**config.mk**
```make
export PLATFORM = sky130hd
export DESIGN_NAME = mul_div_seq_flat
export DESIGN_NICKNAME = d
export VERILOG_FILES = /design/src/rtl/mul_div_seq_pkg.sv /design/src/rtl/mul_div_seq_if.sv /design/src/rtl/mul_div_seq_sumator_scazator.sv /design/src/rtl/mul_div_seq.sv /design/src/flat_wrapper.sv
export SDC_FILE = /design/constraint.sdc
export NUM_CORES = 1
export LEC_CHECK = 0
export CORE_AREA = 4 4 77 79
export DETAILED_ROUTE_END_ITERATION = 10
export DIE_AREA = 0 0 81 83
export MAX_ROUTING_LAYER = met4
export PLACE_DENSITY_LB_ADDON = 0.3
export SLEW_MARGIN = 15
export SYNTH_ARGS = -nofsm -noshare
export SYNTH_HDL_FRONTEND = slang
export SYNTH_SLANG_ARGS = --single-unit
```
**constraint.sdc**
```tcl
create_clock -name clk -period 6.1 [get_ports clk]
set_clock_uncertainty 0.15 [all_clocks]
set_input_delay 1.22 -clock clk [delete_from_list [all_inputs] [get_ports clk]]
set_output_delay 1.22 -clock clk [all_outputs]
set_load 0.01 [all_outputs]
```
**src/rtl/mul_div_seq_pkg.sv**
```systemverilog
// Shared constants and types for the sequential 8-bit multiply/divide unit.
package mul_div_seq_pkg;

  localparam int WIDTH = 8;
  localparam int STEPS = WIDTH;

  localparam logic OP_MUL = 1'b0;
  localparam logic OP_DIV = 1'b1;

  localparam logic [WIDTH-1:0] DIV0_QUOT = 8'hFF;

  typedef enum logic [1:0] {
    IDLE = 2'd0,
    RUN  = 2'd1,
    DONE = 2'd2
  } state_t;

endpackage

```
**src/rtl/mul_div_seq_if.sv**
```systemverilog
// Host-side bus of the multiply/divide unit, plus the FSM state for observation.
interface mul_div_seq_if;
  import mul_div_seq_pkg::*;

  // start/op/a/b are taken in the cycle the unit is idle (busy=0); a start while
  // busy, including the done cycle, is dropped. done pulses once per accepted start.
  logic             start;
  logic             op;
  logic [WIDTH-1:0] a;
  logic [WIDTH-1:0] b;
  logic             busy;
  logic             done;
  logic [WIDTH-1:0] result_hi;
  logic [WIDTH-1:0] result_lo;
  logic             div_by_zero;
  state_t           state;

  modport master (
    output start, op, a, b,
    input  busy, done, result_hi, result_lo, div_by_zero, state
  );

  modport slave (
    input  start, op, a, b,
    output busy, done, result_hi, result_lo, div_by_zero, state
  );

endinterface

```
**src/rtl/mul_div_seq_sumator_scazator.sv**
```systemverilog
// 8-bit ripple add/subtract unit: sub=0 gives in_1+in_2, sub=1 gives in_1-in_2 (cout=1 means no borrow).
module SumatorScazator (
  input  logic [7:0] in_1,
  input  logic [7:0] in_2,
  input  logic       sub,
  output logic [7:0] sum,
  output logic       cout
);

  logic [8:0] carry;
  logic [7:0] in_2_x;

  always_comb begin
    carry    = '0;
    sum      = '0;
    in_2_x   = in_2 ^ {8{sub}};
    carry[0] = sub;
    for (int i = 0; i < 8; i++) begin
      sum[i]     = in_1[i] ^ in_2_x[i] ^ carry[i];
      carry[i+1] = (in_1[i] & in_2_x[i]) | (carry[i] & (in_1[i] ^ in_2_x[i]));
    end
    cout = carry[8];
  end

endmodule

```
**src/rtl/mul_div_seq.sv**
```systemverilog
// Multi-cycle unsigned 8x8 multiply (shift-and-add) / 8/8 divide (restoring),
// one add/subtract per clock through a single shared adder.
module mul_div_seq
  import mul_div_seq_pkg::*;
(
  input  logic         clk,
  input  logic         rst_b,
  mul_div_seq_if.slave bus
);

  state_t           state, state_nxt;
  logic [WIDTH:0]   acc;
  logic [WIDTH-1:0] q, m;
  logic [3:0]       cnt;
  logic             op_r;
  logic [WIDTH-1:0] res_hi, res_lo;
  logic             dz;

  logic             accept, div0, last_step;
  logic [WIDTH:0]   acc_sh, mul_acc, acc_step;
  logic [WIDTH-1:0] q_sh, q_step, add_in_1, add_sum;
  logic             add_cout, ok;

  assign accept    = (state == IDLE) && bus.start;
  assign div0      = (bus.op == OP_DIV) && (bus.b == '0);
  assign last_step = (cnt == 4'(STEPS - 1));

  // Divide shifts {A,Q} left before subtracting, so the adder sees the shifted A.
  assign acc_sh   = {acc[WIDTH-1:0], q[WIDTH-1]};
  assign q_sh     = {q[WIDTH-2:0], 1'b0};
  assign add_in_1 = (op_r == OP_DIV) ? acc_sh[WIDTH-1:0] : acc[WIDTH-1:0];

  SumatorScazator u_addsub (
    .in_1 (add_in_1),
    .in_2 (m),
    .sub  (op_r),
    .sum  (add_sum),
    .cout (add_cout)
  );

  always_comb begin
    mul_acc  = acc;
    acc_step = acc;
    q_step   = q;
    ok       = 1'b0;
    if (op_r == OP_MUL) begin
      mul_acc  = q[0] ? {add_cout, add_sum} : acc;
      acc_step = {1'b0, mul_acc[WIDTH:1]};
      q_step   = {mul_acc[0], q[WIDTH-1:1]};
    end else begin
      ok       = acc_sh[WIDTH] | add_cout;
      acc_step = ok ? {1'b0, add_sum} : acc_sh;
      q_step   = {q_sh[WIDTH-1:1], ok};
    end
  end

  always_ff @(posedge clk or negedge rst_b) begin
    if (!rst_b) state <= IDLE;
    else        state <= state_nxt;
  end

  always_comb begin
    state_nxt = state;
    case (state)
      IDLE:    if (bus.start) state_nxt = div0 ? DONE : RUN;
      RUN:     if (last_step) state_nxt = DONE;
      DONE:    state_nxt = IDLE;
      default: state_nxt = IDLE;
    endcase
  end

  always_comb begin
    bus.busy        = (state != IDLE);
    bus.done        = (state == DONE);
    bus.state       = state;
    bus.result_hi   = res_hi;
    bus.result_lo   = res_lo;
    bus.div_by_zero = dz;
  end

  // Results only change on the way into DONE, so they hold across later starts.
  always_ff @(posedge clk or negedge rst_b) begin
    if (!rst_b) begin
      acc    <= '0;
      q      <= '0;
      m      <= '0;
      cnt    <= '0;
      op_r   <= OP_MUL;
      res_hi <= '0;
      res_lo <= '0;
      dz     <= 1'b0;
    end else if (accept) begin
      acc  <= '0;
      q    <= bus.a;
      m    <= bus.b;
      cnt  <= '0;
      op_r <= bus.op;
      dz   <= div0;
      if (div0) begin
        res_hi <= bus.a;
        res_lo <= DIV0_QUOT;
      end
    end else if (state == RUN) begin
      acc <= acc_step;
      q   <= q_step;
      cnt <= cnt + 4'd1;
      if (last_step) begin
        res_hi <= acc_step[WIDTH-1:0];
        res_lo <= q_step;
      end
    end
  end

endmodule

```
**src/flat_wrapper.sv**
```systemverilog
// flat-port wrapper written by rule: the top's interface ports become plain ports
module mul_div_seq_flat import mul_div_seq_pkg::*;
  (clk, rst_b, bus_start, bus_op, bus_a, bus_b, bus_busy, bus_done, bus_result_hi, bus_result_lo, bus_div_by_zero, bus_state);
  mul_div_seq_if bus_i ();
  input  logic clk;
  input  logic rst_b;
  input wire logic [$bits(bus_i.start)-1:0] bus_start;
  input wire logic [$bits(bus_i.op)-1:0] bus_op;
  input wire logic [$bits(bus_i.a)-1:0] bus_a;
  input wire logic [$bits(bus_i.b)-1:0] bus_b;
  output wire logic [$bits(bus_i.busy)-1:0] bus_busy;
  output wire logic [$bits(bus_i.done)-1:0] bus_done;
  output wire logic [$bits(bus_i.result_hi)-1:0] bus_result_hi;
  output wire logic [$bits(bus_i.result_lo)-1:0] bus_result_lo;
  output wire logic [$bits(bus_i.div_by_zero)-1:0] bus_div_by_zero;
  output wire logic [$bits(bus_i.state)-1:0] bus_state;
  assign bus_i.start = bus_start;
  assign bus_i.op = bus_op;
  assign bus_i.a = bus_a;
  assign bus_i.b = bus_b;
  assign bus_busy = bus_i.busy;
  assign bus_done = bus_i.done;
  assign bus_result_hi = bus_i.result_hi;
  assign bus_result_lo = bus_i.result_lo;
  assign bus_div_by_zero = bus_i.div_by_zero;
  assign bus_state = bus_i.state;
  mul_div_seq u_core (.clk(clk), .rst_b(rst_b), .bus(bus_i));
endmodule
```
# Yosys cells after proc, flatten, opt, wreduce, memory -nomap -nowiden
# Index checks and enable logic that the tools add are counted.
# op_classes
add_sub_neg	1
n_eq_ne	6
muxes	23
bitwise_logic	42
reduce_logical	9
# op_table
op	count
$mux W8	12
$mux W9	5
$and A1 B1 Y1	16
$xor A1 B1 Y1	16
$or A1 B1 Y1	9
$logic_not A8 Y1	1
$mux W4	2
$xor A8 B8 Y8	1
$mux W2	3
$reduce_bool A2 Y1	3
$add A4 B1 Y4 const B	1
$eq A4 B3 Y1 const B	1
$ne A2 B2 Y1 const B	2
$pmux W2 S2	1
$reduce_and A3 Y1	1
$eq A2 B1 Y1 const B	1
$eq A2 B2 Y1 const B	1
$logic_and A1 B1 Y1	2
$logic_not A2 Y1	1
$ne A2 B1 Y1 const B	1
$reduce_and A2 Y1	1
# word_totals
ff_bits	49
output_inout_bits	21
word_cells	90

# Logic depth before layout (Yosys ltp)
# depth
word_depth	24
depth_mapped	17
mapped_depth_nobuf	15

# Modules after synthesis
# A second synthesis with hierarchy kept.
# unflattened
hier_cells	285
area_unflattened_um2	2822.7
# by_module_without_submodules
module	n_inst	cells_per_inst	area_each_um2	seq_area_each_um2
mul_div_seq	1	256	2544.9	1226.2
SumatorScazator	1	29	277.8	0.0

# Worst setup path after synthesis
# Ideal clock, no wire load.
# synth_path
path_type	flip-flop to flip-flop
from	reg u_core.op_r
to	reg u_core.res_hi[1] (netlist: u_core.bus.result_hi[1])
setup_time_ns	0.123
t_arrival_ns	4.599
required_time_ns	5.827
path_slack_ns	1.228
stages_incl_launch_ff	18
path_buffers	4
cell_sequence	dfrtp_1 buf_2 buf_4 buf_4 mux2i_1 fa_1 fa_1 fa_1 fa_1 fa_1 fa_1 fa_1 nand2b_4 buf_6 a211oi_2 or3_1 o21ai_1 a21oi_1
# synth_between
elab_chain_cells	24
elab_cells_between_ends	43
classes_between	mux (7); bitwise (36)
# synth_rtl
item	line_no	rtl
from (decl)	mul_div_seq.sv:15	logic op_r;
from (signal assigned)	mul_div_seq.sv:97	op_r <= bus.op;
$mux W8 / $xor A8 B8 Y8 (equally long branches)	mul_div_seq.sv:31, mul_div_seq_sumator_scazator.sv:16	
$xor A1 B1 Y1	mul_div_seq_sumator_scazator.sv:20	carry[i+1] = (in_1[i] & in_2_x[i]) | (carry[i] & (in_1[i] ^ in_2_x[i]));
$and A1 B1 Y1	mul_div_seq_sumator_scazator.sv:20	
$or A1 B1 Y1	mul_div_seq_sumator_scazator.sv:20	
$and A1 B1 Y1	mul_div_seq_sumator_scazator.sv:20	
$or A1 B1 Y1	mul_div_seq_sumator_scazator.sv:20	
$and A1 B1 Y1	mul_div_seq_sumator_scazator.sv:20	
$or A1 B1 Y1	mul_div_seq_sumator_scazator.sv:20	
[8 not listed]	--	
$and A1 B1 Y1	mul_div_seq_sumator_scazator.sv:20	
$or A1 B1 Y1	mul_div_seq_sumator_scazator.sv:20	
$or A1 B1 Y1	mul_div_seq.sv:51	ok = acc_sh[WIDTH] | add_cout;
$mux W9	mul_div_seq.sv:52	acc_step = ok ? {1'b0, add_sum} : acc_sh;
$mux W9 *	mul_div_seq.sv:46	if (op_r == OP_MUL) begin
$mux W8 *	mul_div_seq.sv:107	if (last_step) begin
$mux W8 *	mul_div_seq.sv:103	end else if (state == RUN) begin
$mux W8 *	mul_div_seq.sv:92	end else if (accept) begin
to (signal assigned)	mul_div_seq.sv:100	res_hi <= bus.a;
to (signal assigned)	mul_div_seq.sv:108	res_hi <= acc_step[WIDTH-1:0];
to (decl)	mul_div_seq.sv:16	logic [WIDTH-1:0] res_hi, res_lo;
# Every way passes the cells marked *; elsewhere a longest branch is shown, timed or not. The select of a mux whose other input is x is not followed.
# A chain may end at the register's enable or synchronous reset.

# Worst setup path in the final report
# layout_path
from	reg u_core.op_r
to	reg u_core.res_hi[6] (netlist: u_core.bus.result_hi[6])
# The elaborated chain is that of the path after synthesis.

==> impl_summary.log <==
INFO  metric avgSynthCellArea = 9.31 um2
INFO  metric worstSetupEndpointType = flip-flop
INFO  metric cts_max_level = 2
INFO  metric maxcap_violations = 0
INFO  metric hold_viol_final = 0
INFO  metric cts_tree = done
INFO  metric antenna_found_initial = 0
INFO  metric timing_worst_slew_pin_value = 908 ps
INFO  metric final_min_period_over_clock_period = 0.861
INFO  metric placed_cell_area = 3160 um2
INFO  metric clk_root_buffer_cell = clkbuf_8
INFO  metric drt_wl_total = 6500 um
INFO  metric grt_start_max_net_pins = 50
INFO  metric critical_path.startpoint_type = flip-flop
INFO  metric avgRoutedWirePerCell = 16.2 um
INFO  metric critPathRequiredTime = 6130 ps
INFO  metric syn_to_final_growth = 17.2%
INFO  metric clock_sink_count = 49
INFO  metric route.detailed.vias_per_inst = 5.69
INFO  metric timing.critical_path.slowest_cell_delay = 580 ps
INFO  metric unrepaired_setup_endpoints_after_global_routing = no
INFO  metric cts_resized = 0
INFO  metric dp.final_hpwl = 4590 um
INFO  metric postSynth.topFlopCell = dfrtp_1
INFO  metric crit_path_frequent_cell = fa_1
INFO  metric final_nets = 356
INFO  metric yosysWarnings = 0
INFO  metric crit_buf_inv = 1
INFO  metric clk_latency = 310 ps
INFO  metric first_global_vias = 2,123
INFO  metric synthCells = 297
INFO  metric synth-seq-area-share = 0.443
INFO  metric drcViolationCount = 0
INFO  metric cts_buffer_depth = 2
INFO  metric placeableCoreArea = 5340 um2
INFO  metric die_w = 81 um
INFO  metric clk_transition_reported_paths = 90 ps
INFO  metric firstDrtPassIters = 4
INFO  metric asyncSetResetFlopFracSynth = 1.00
INFO  metric synth-seq-cells = 49
INFO  metric detailedRoute.firstIterationViolations = 115
INFO  metric total_power_draw = 2.16 mW
INFO  metric tritoncts.num_buffers = 5
INFO  metric synth_cell_types = 39
INFO  metric cts_setup_buffers = 0
INFO  metric worst_supply_voltage_drop_on_vdd = 0.386 mV
INFO  metric num_vias = 2,275
INFO  metric initial_core_util = 0.518
INFO  metric routabilityCongestion = 0.854
INFO  metric synth-edff-count = 0
INFO  metric rows = 27
INFO  metric fmax = 0.190 GHz
INFO  metric global_route_wire_length_before_repair = 10,800 um
INFO  metric cpMaxStageDelayCell = dfrtp_1
INFO  metric synth_area = 2770 um2
INFO  metric status = finished, final reports clean
INFO  metric critical_path.cell_chain = clkinv_1 -> a21oi_1 -> a31oi_1 -> fa_1 -> fa_1 -> fa_1 -> fa_1 -> fa_1 -> fa_1 -> fa_1 -> nand2b_4 -> a211oi_1 -> or3_1 -> o21ai_0 -> a21oi_2
INFO  metric p_leak = 1.37 nW
INFO  metric syn_nets = 325
INFO  metric post-route-min-period = 5250 ps
INFO  metric grt_usage = 0.213
INFO  metric io_pins = 41
INFO  metric timing.critical_path.fanout_max = 11
INFO  metric worstSetupPathType = reg2reg
INFO  metric diode_insertion_count_for_antenna_repair = 0
INFO  metric power-per-cell-area = 667 nW/um2
INFO  metric cp_top_family = adder cells
INFO  metric die_area = 6720 um2
INFO  metric slew_violations = 0
INFO  metric buffer_ports.inserted = 40
INFO  metric die_h = 83 um
INFO  metric relSlewSlack = 0.395
INFO  metric min_delay_path_class = reg2reg
INFO  metric post-route-cell-area = 3240 um2
INFO  metric setup_viol = 0
INFO  metric crit_arrival = 5280 ps
INFO  metric drtAntennaViolNets = 0
INFO  metric overflow = 0
INFO  metric timing.setup.tns = 0 ps
INFO  metric drive_above_1_share = 0.0732
INFO  metric cts_hold_buf = 0
registers in the layout, indices dropped and copies added (netlist names):
name and flops:
u_core.acc 9, u_core.bus.div_by_zero 1, u_core.bus.result_hi 8, u_core.bus.result_lo 8, u_core.bus.state 2, u_core.cnt 4, u_core.m 8, u_core.op_r 1
u_core.q 8
kinds of logic (layout without fill, tap and decap cells):
logic type / count (synthesis) / count (layout) / share of synthesized area
AND/OR/NAND/NOR: 122 / 122 / 0.205
AO/OA/AOI/OAI: 69 / 69 / 0.163
flip-flops: 49 / 49 / 0.443
buffers and inverters: 26 / 57 / 0.0534
multiplexers: 14 / 14 / 0.0507
XOR/XNOR: 9 / 9 / 0.0285
adder cells (fa/ha/maj): 8 / 8 / 0.0552
synth_stat cells, types with 6 or more instances:
cell type	number	area (um2)
fa_1	7	140
a211oi_1	10	75.1
nand2_1	47	176
o21ai_0	18	90.1
clkbuf_1	6	22.5
nor2_1	38	143
buf_4	6	45.0
nand3_1	11	55.1
nor3b_1	6	45.0
a21oi_1	16	80.1
mux2i_1	14	140
dfrtp_1	49	1230
inv_1	6	22.5
xnor2_1	8	70.1
layout make-up:
cell class,instances,area (um2)
clock buffers,5,68.8
clock inverters,2,16.3
fillers,488,2100
inverters,7,26.3
multi-input cells,222,1400
flip-flops and latches,49,1230
well taps,72,90.1
repair buffers,43,418
cell usage in the layout, fill, tap and decap left out, drive strengths merged, types with 5 or more instances in the layout:
cell type      netlist  layout
o21ai               22      22
a31oi                5       5
a21oi               17      17
clkdlybuf4s50        0      39
nand3               11      11
inv                  6       6
mux2i               14      14
dfrtp               49      49
nor3b                7       7
clkbuf               6       5
fa                   7       7
or3                  5       5
nand2               49      49
nor2                38      38
a221o                5       5
xnor2                8       8
a211oi              15      15
path summary, 6_finish.rpt:
check	depth (start not counted)	from	slack (ps)	endpoint
hold / removal	1	u_core.cnt[3]$_DFFE_PN0P_	340	u_core.cnt[3]$_DFFE_PN0P_
setup reg to reg	15	u_core.op_r$_DFFE_PN0P_	850	u_core.bus.result_hi[6]$_DFFE_PN0P_
min in group asynchronous	2	rst_b	860	u_core.bus.result_lo[6]$_DFFE_PN0P_
max in group asynchronous	2	rst_b	4520	u_core.m[7]$_DFFE_PN0P_
hold reg to reg	1	u_core.cnt[3]$_DFFE_PN0P_	340	u_core.cnt[3]$_DFFE_PN0P_
setup / recovery	15	u_core.op_r$_DFFE_PN0P_	850	u_core.bus.result_hi[6]$_DFFE_PN0P_
worst reg2reg max path: stages, from the launching register on:
cell and delay (ps):
dfrtp_1 580, clkinv_1 390, a21oi_1 210, a31oi_1 70
fa_1 390, fa_1 380, fa_1 390, fa_1 400
fa_1 390, fa_1 390, fa_1 520, nand2b_4 210
a211oi_1 120, or3_1 340, o21ai_0 110, a21oi_2 90
per-layer routing:
| layer | track usage | vias to the layer above | part of all wire |
|---|---|---|---|
| met3 | 0.0423 | 9 | 0.062 |
| met1 | 0.307 | 1111 | 0.47 |
| li1 | - | 1088 | - |
| met4 | 0.0599 | 0 | 0.014 |
| met2 | 0.306 | 67 | 0.45 |
| met5 | - | - | 0 |
per-stage QoR:
step	std cells	hold slack, ps	setup WS, ps	util
global route	400	372	469	0.607
detailed placement	393	324	827	0.591
finish	400	340	847	0.607
floorplan	297	300	1230	-
CTS	400	346	818	0.607
global placement	393	314	951	0.591
where the power goes:
| part | switching [mW] | internal [mW] | total, mW |
|---|---|---|---|
| Sequential | 0.157 | 0.480 | 0.637 |
| Combinational | 0.723 | 0.613 | 1.34 |
| Clock | 0.110 | 0.0792 | 0.189 |
| Total | 0.990 | 1.17 | 2.16 |
Note: power is estimated with default switching activity, not from simulation.
==> patch, RTL diff (config.mk and constraints unchanged) <==
Make the reset (`rst_b`) synchronous in 2 clocked blocks.
--- a/src/rtl/mul_div_seq.sv
+++ b/src/rtl/mul_div_seq.sv
@@ -55,5 +55,5 @@
   end
 
-  always_ff @(posedge clk or negedge rst_b) begin
+  always_ff @(posedge clk) begin
     if (!rst_b) state <= IDLE;
     else        state <= state_nxt;
@@ -80,5 +80,5 @@
 
   // Results only change on the way into DONE, so they hold across later starts.
-  always_ff @(posedge clk or negedge rst_b) begin
+  always_ff @(posedge clk) begin
     if (!rst_b) begin
       acc    <= '0;
Function: differs if rst_b is asserted again (counterexample within 4 cycles, from zero or initial values and one cycle with rst_b low); with rst_b held inactive, the same outputs for 4 cycles.
==> patch against the unedited design <==
Routed wire length fell by 1.6%; sequential cell count did not move; global-route usage fell by 0.90 points; final area fell by 3.3%; worst setup slack improved by 0.10 ns; synthesized area fell by 3.2%; largest cell class unchanged.
Power is left out: it rests on default switching activity, and per cell area and clock period it moved more than threefold.
==> patch: results (changes against the unedited design) <==
[outcome]
status = completed

[sta]
whs_ns = 0.284  ; -0.0556 ns
worst_pin_slew_ns = 0.874  ; -0.0342 ns
min_period_over_period = 0.844  ; -0.0170

[critical_path]
max_stage_delay_ns = 0.90  ; +0.32 ns
ff2ff_setup_slack_ns = 0.95  ; +0.10 ns
crit_path_start = u_core.op_r
arrival_ns = 5.21  ; -0.07 ns
crit_fanout = 23  ; +12

[drt]
drtIter0Drc = 184  ; +60%
vias = 2313  ; +1.7%
wl_met3_um = 394  ; -1.7%
wl_met1_um = 2940  ; -4.2%
wl_met2_um = 2980  ; +1.4%
wirelength_um = 6390  ; -1.6%

[global_route]
grt_usage = 0.204  ; -0.00901
grt_pass1_vias = 2127  ; +0.19%
grt_util_met2 = 0.315  ; +0.00896
gr-usage-met3 = 0.0336  ; -0.00868
use_met1 = 0.277  ; -0.0307
grt_max_degree = 29  ; -42%
grt_pass1_wl_um = 10500  ; -2.8%

[worst_hold_path]
hp-class = reg -> reg
holdPathStages = 2  ; +1
holdPathEnd = u_core.acc[8]
worstHoldStart = u_core.acc[8]

[yosys]
synth_ff_type = dfxtp_1
async_reset_ff_frac = 0  ; -1.00
netlist_top_cells_count = dfxtp_1 (49), nand2_1 (39), nor2_1 (28)
synth_seq_area_share = 0.366  ; -0.0771
synth_cell_types = 49  ; +26%
syn_nets = 337  ; +3.7%
ys_top_cells_by_area = dfxtp_1 (37%), nand2_1 (5.5%), fa_1 (5.2%)

[place]
pre_cts_slack_ns = 0.967  ; +0.140 ns
gp_congestion = 0.853  ; -0.13%
dpl.hpwl_um = 4600  ; +0.20%

[cells_and_area]
final_common_cell = dfxtp_1
final_nets = 361  ; +1.4%
drive_gt1_frac = 0.0749  ; +0.00168
fillers = 529  ; +8.4%

[patch: cell count changes in the layout (fill, tap and decap cells not counted), moves of 6 or more]
cell | before | now
nor3_1 | 1 | 16
nand2_1 | 47 | 39
nand3_1 | 11 | 5
dfxtp_1 | 0 | 49
o21ai_0 | 18 | 12
dfrtp_1 | 49 | 0
nor2_1 | 38 | 28
[patch: worst max-delay path, delay by kind of cell (launching register included)]
family,cells,cell delay [ns]
muxes,1,0.23
AOI/OAI and AO/OA,3,0.73
adders and majority gates,7,2.63
DFF,1,0.90
buffers and inverters,3,0.21
xor gates and xnor gates,1,0.19
[patch: layout make-up]
| cell class | instances | share of cell area |
|---|---|---|
| clock buffer | 6 | 0.0263 |
| clock inverter | 2 | 0.00439 |
| inverter | 7 | 0.00838 |
| multi-input combinational | 228 | 0.487 |
| sequential | 49 | 0.313 |
| tap | 72 | 0.0287 |
| timing repair buffer | 42 | 0.133 |
[patch: kinds of logic (layout without fill, tap and decap cells)]
| kind of cell | count (synthesis) | after routing | synth area share |
|---|---|---|---|
| buffers and inverters | 32 | 57 | 0.0640 |
| AND/OR/NAND/NOR | 112 | 112 | 0.201 |
| AO/OA/AOI/OAI | 81 | 81 | 0.214 |
| flip-flops | 49 | 49 | 0.366 |
| XOR/XNOR | 11 | 11 | 0.0360 |
| adder cells (fa/ha/maj) | 8 | 8 | 0.0570 |
| multiplexers | 16 | 16 | 0.0617 |
[patch: through the flow]
stage	util	area, µm²	cells
after floorplan	-	2680	309
after global placement	0.569	3040	398
after detailed placement	0.569	3040	398
after CTS	0.587	3130	406
after global routing	0.587	3130	406
final	0.587	3130	406
